==> config.mk <==
export PLATFORM = sky130hd
export DESIGN_NAME = multiword_add_seq
export DESIGN_NICKNAME = d
export VERILOG_FILES = /design/src/rtl/multiword_add_seq.sv
export SDC_FILE = /design/constraint.sdc
export NUM_CORES = 1
export LEC_CHECK = 0
export CAP_MARGIN = 20
export CORE_MARGIN = 5
export CORE_UTILIZATION = 48
export CTS_CLUSTER_DIAMETER = 120
export DETAILED_ROUTE_END_ITERATION = 8
export PLACE_DENSITY = 0.77
export SKIP_LAST_GASP = 1
export SLEW_MARGIN = 20
export SYNTH_ARGS = -nofsm -noshare
export SYNTH_HDL_FRONTEND = slang
export SYNTH_SLANG_ARGS = --single-unit
==> constraint.sdc <==
create_clock -name clk -period 3.4 [get_ports clk]
set_input_delay 0.51 -clock clk [delete_from_list [all_inputs] [get_ports clk]]
set_output_delay 0.51 -clock clk [all_outputs]
set_load 0.1 [all_outputs]
==> src/rtl/multiword_add_seq.sv <==
// ----------------------------------------------------------------------------
// multiword_add_seq
//
// Adds two WIDTH*WORDS-bit operands one WIDTH-bit chunk at a time. The adder
// itself is an external n-bit CLA slice. This block sequences the chunks
// through it, least significant chunk first. Each chunk is given SETTLE clock
// cycles to settle. The carry between chunks passes through a register.
//
// Ports
//   clk, rst_n          clock; asynchronous active-low reset
//   in_valid, in_ready  operand handshake (in_ready high only in IDLE)
//   a, b, c_in          wide operands and the initial carry-in
//   add_a, add_b        chunk operands driven to the external CLA
//   add_cin             chunk carry-in driven to the external CLA
//   add_sum, add_cout   chunk sum and carry-out returned by the external CLA
//   out_valid, out_ready result handshake (out_valid high only in DONE)
//   sum, c_out          wide result and final carry-out (held until the next
//                       capture overwrites them)
// ----------------------------------------------------------------------------
module multiword_add_seq #(
   parameter int WIDTH  = 16,
   parameter int WORDS  = 4,
   parameter int SETTLE = 1
) (
   input  logic                   clk,
   input  logic                   rst_n,
   input  logic                   in_valid,
   output logic                   in_ready,
   input  logic [WIDTH*WORDS-1:0] a,
   input  logic [WIDTH*WORDS-1:0] b,
   input  logic                   c_in,
   output logic [WIDTH-1:0]       add_a,
   output logic [WIDTH-1:0]       add_b,
   output logic                   add_cin,
   input  logic [WIDTH-1:0]       add_sum,
   input  logic                   add_cout,
   output logic                   out_valid,
   input  logic                   out_ready,
   output logic [WIDTH*WORDS-1:0] sum,
   output logic                   c_out
);

   localparam int TOTAL = WIDTH * WORDS;
   localparam int IW    = (WORDS  > 1) ? $clog2(WORDS)  : 1;
   localparam int CW    = (SETTLE > 1) ? $clog2(SETTLE) : 1;

   typedef enum logic [1:0] {
      IDLE = 2'd0,
      ADD  = 2'd1,
      DONE = 2'd2
   } state_t;

   state_t            state;
   state_t            state_next;

   // The latched operands shift right by one chunk per capture. As a result,
   // the current chunk is always in the low WIDTH bits of these registers.
   logic [TOTAL-1:0]  a_sh;
   logic [TOTAL-1:0]  b_sh;
   logic              carry;
   logic [IW-1:0]     idx;
   logic [CW-1:0]     cnt;

   logic              capture;
   logic              last_chunk;

   assign capture    = (state == ADD) && (cnt == CW'(SETTLE - 1));
   assign last_chunk = (idx == IW'(WORDS - 1));

   // -------------------------------------------------------------------------
   // State register
   // -------------------------------------------------------------------------
   // NOTE: clocked processes use non-blocking assignments only. Every register
   // then samples the values from before the edge, whatever the process order.
   always_ff @(posedge clk or negedge rst_n) begin
      if (!rst_n) state <= IDLE;
      else        state <= state_next;
   end

   // -------------------------------------------------------------------------
   // Next-state logic
   // -------------------------------------------------------------------------
   // NOTE: each combinational process assigns a default to every output
   // before any branch. This means no path can leave a value unassigned and
   // infer a latch.
   always_comb begin
      state_next = state;
      unique case (state)
         IDLE:    if (in_valid)               state_next = ADD;
         ADD:     if (capture && last_chunk)  state_next = DONE;
         DONE:    if (out_ready)              state_next = IDLE;
         default:                             state_next = IDLE;
      endcase
   end

   // -------------------------------------------------------------------------
   // Output logic (Moore): handshakes and CLA drive depend on state only.
   // add_cin comes from the carry register, so add_cout has no combinational
   // path to add_cin.
   // -------------------------------------------------------------------------
   always_comb begin
      in_ready  = 1'b0;
      out_valid = 1'b0;
      add_a     = '0;
      add_b     = '0;
      add_cin   = 1'b0;
      unique case (state)
         IDLE: in_ready  = 1'b1;
         ADD: begin
            add_a   = a_sh[WIDTH-1:0];
            add_b   = b_sh[WIDTH-1:0];
            add_cin = carry;
         end
         DONE: out_valid = 1'b1;
         default: ;
      endcase
   end

   // -------------------------------------------------------------------------
   // Datapath
   // -------------------------------------------------------------------------
   always_ff @(posedge clk or negedge rst_n) begin
      if (!rst_n) begin
         a_sh  <= '0;
         b_sh  <= '0;
         carry <= 1'b0;
         idx   <= '0;
         cnt   <= '0;
         sum   <= '0;
         c_out <= 1'b0;
      end else begin
         unique case (state)
            IDLE: begin
               if (in_valid) begin
                  a_sh  <= a;
                  b_sh  <= b;
                  carry <= c_in;
                  idx   <= '0;
                  cnt   <= '0;
               end
            end
            ADD: begin
               if (capture) begin
                  sum[idx*WIDTH +: WIDTH] <= add_sum;
                  carry <= add_cout;
                  cnt   <= '0;
                  a_sh  <= a_sh >> WIDTH;
                  b_sh  <= b_sh >> WIDTH;
                  if (last_chunk) c_out <= add_cout;
                  else            idx   <= idx + 1'b1;
               end else begin
                  cnt <= cnt + 1'b1;
               end
            end
            default: ;
         endcase
      end
   end

endmodule
==> out/qor.yml <==
maxCapViolCount: 0
worstPathRequired_ps: 2890
critical_path_class: "reg2out"
synth_area_leaders: "dfrtp_1, mux2_2, mux2_4, a22o_1, and2_1"
numCtsBuffers: 17
yosys_register_bits: 199
place_inst: 1092
synthDistinctLibCells: 33
rsz0062_at_grt: "no"
grt_usage_pct: 20.45
postRouteAntennaNets: 0
most-common-layout-cells: "clkdlybuf4s50_1, dfrtp_1, mux2_2"
fmax_ghz: 0.3793
clkTransAtPathRegs_ps: 70
drc: 0
cts_tree: "done"
routedWlPerCell_um: 20.06
drive_gt1_share_pct: 33.80
cts_setup_buffers: 0
cts_hold_buf: 0
skew_ps: 13.94
die_x_um: 148.8
nets: 1006
antenna_found_initial: 0
relSlewSlack_pct: 28.71
drt_pre_antenna_iters: 5
vias_per_cell: 5.368
cts_root_buffer: "clkbuf_16"
hp-class: "in2async"
netlist.area_leader.share_pct: 53.86
area_growth_pct: 33.94
syn_nets: 768
overflow: 0
syn_inst: 613
drtIter0Drc: 237
htree_levels: 4
die_h_um: 148.8
synth_warnings: 0
num_io_pins: 250
final_util_pct: 65.76
crit_fanout: 35
die_area_um2: 22140
dp_hpwl_um: 16400
drv_slew: 0
cts.sinks: 199
pre_cts_slack_ps: 854.2
synth_seq_area_share_pct: 53.86
grt_pass1_vias: 6552
insertion_delay_ps: 430
fin_cells: 1124
yosys.area.top_type: "dfrtp_1"
ctsLongestPathBuffers: 2
cts_resized: 0
tightestPinTransition_ps: 1061
finalWorstSetupSlack_ps: 763.9
layout_commonest_cell: "clkdlybuf4s50_1"
arrival_ps: 2130
fin_tns_setup_ps: 0
nFillCells: 1337
place.gp.congestion: 0.8607
finalSetupViolations: 0
core_um2: 18830
startpoint_type: "flop"
cp-end-kind: "output pin"
row_count: 50
syn_area_per_cell_um2: 15.08
finalCritPeriodShare_pct: 77.53
status: "finished clean"
io_buffer_count: 249
syn_area_um2: 9245
finalWirelength_um: 22550
hold_violations: 0
diodes: 0
finalCriticalPeriod_ps: 2636
grt_pass1_wl_um: 35760
start_util_pct: 49.10
grt_max_degree: 79
dr_total_vias: 6034
## metal layers
metal / track usage (%) / up-vias / part of all wire (%) / wire length, µm
met5: 0 / - / 0 / 0
li1: - / 2749 / - / -
met4: 6.270 / 0 / 1.8 / 403
met2: 32.62 / 227 / 48 / 10830
met3: 7.596 / 29 / 8.4 / 1894
met1: 26.16 / 3029 / 42 / 9416
## stage by stage
stage	hold slack (ps)	cell area, µm²
after detailed placement	482.5	11820
final	115.9	12380
after CTS	120.4	12380
after global placement	475.6	11820
after floorplan	214.4	9245
after global routing	150.6	12380
## synthesized netlist by cell type
| cell type | count |
|---|---|
| a2111o_1 | 1 |
| a21o_1 | 1 |
| a21oi_1 | 1 |
| a21oi_4 | 1 |
| a22o_1 | 87 |
| a22o_2 | 9 |
| a311oi_1 | 1 |
| and2_1 | 34 |
| buf_1 | 3 |
| buf_2 | 12 |
| buf_4 | 6 |
| buf_6 | 15 |
| clkbuf_1 | 10 |
| dfrtp_1 | 199 |
| ha_1 | 5 |
| inv_1 | 5 |
| mux2_1 | 6 |
| mux2_2 | 109 |
| mux2_4 | 80 |
| nand2b_1 | 2 |
| nand2b_4 | 2 |
| nand3_1 | 2 |
| nand4bb_1 | 5 |
| nor2_1 | 3 |
| nor2_2 | 1 |
| nor2b_1 | 3 |
| nor3_1 | 2 |
| nor4_4 | 2 |
| nor4b_4 | 1 |
| o211ai_1 | 1 |
| o21ai_0 | 2 |
| o22ai_1 | 1 |
| or3b_2 | 1 |
## worst max-delay path: stages (launching register included)
cell and delay, ps:
dfrtp_1 610, nor2b_2 210, buf_4 350, and2_1 230
buf_4 300
## logic make-up after synthesis
group	after synthesis	share of synthesized area, %
muxes	195	27.00
and+or+nand+nor	58	4.764
adders and majority gates	5	0.6767
AOI/OAI and AO/OA	105	10.00
buffers and inverters	51	3.695
DFF	199	53.86
## cell type report
class / count / area (µm²) / share of cell area (%)
tap: 260 / 325.3 / 2.627
inverter: 5 / 18.77 / 0.1516
clock buffer: 17 / 425.4 / 3.435
multi-input combinational: 363 / 3928 / 31.72
timing repair buffer: 265 / 2566 / 20.72
clock inverter: 15 / 140.1 / 1.132
sequential: 199 / 4980 / 40.21
## state kept, by name, summed over array words and instances, names as in the netlist
name   flops
carry      1
state      2
sum       64
b_sh      64
cnt        1
c_out      1
a_sh      64
idx        2
## final timing paths
| kind | cells after the start | slack, ps | to | from |
|---|---|---|---|---|
| setup reg to reg | 6 | 830 | sum[3] | idx[0] |
| hold / removal | 1 | 120 | b_sh[2] | rst_n |
| max in group asynchronous | 2 | 2340 | sum[49] | rst_n |
| min in group clk | 1 | 500 | a_sh[60] | a_sh[60] |
| hold reg to reg | 1 | 500 | a_sh[60] | a_sh[60] |
| setup / recovery | 4 | 760 | add_b[13] | state[0] |
Power is left out: the tool's default activity adds up to more than one toggle a clock period on the data nets, which glitch-free logic cannot reach.
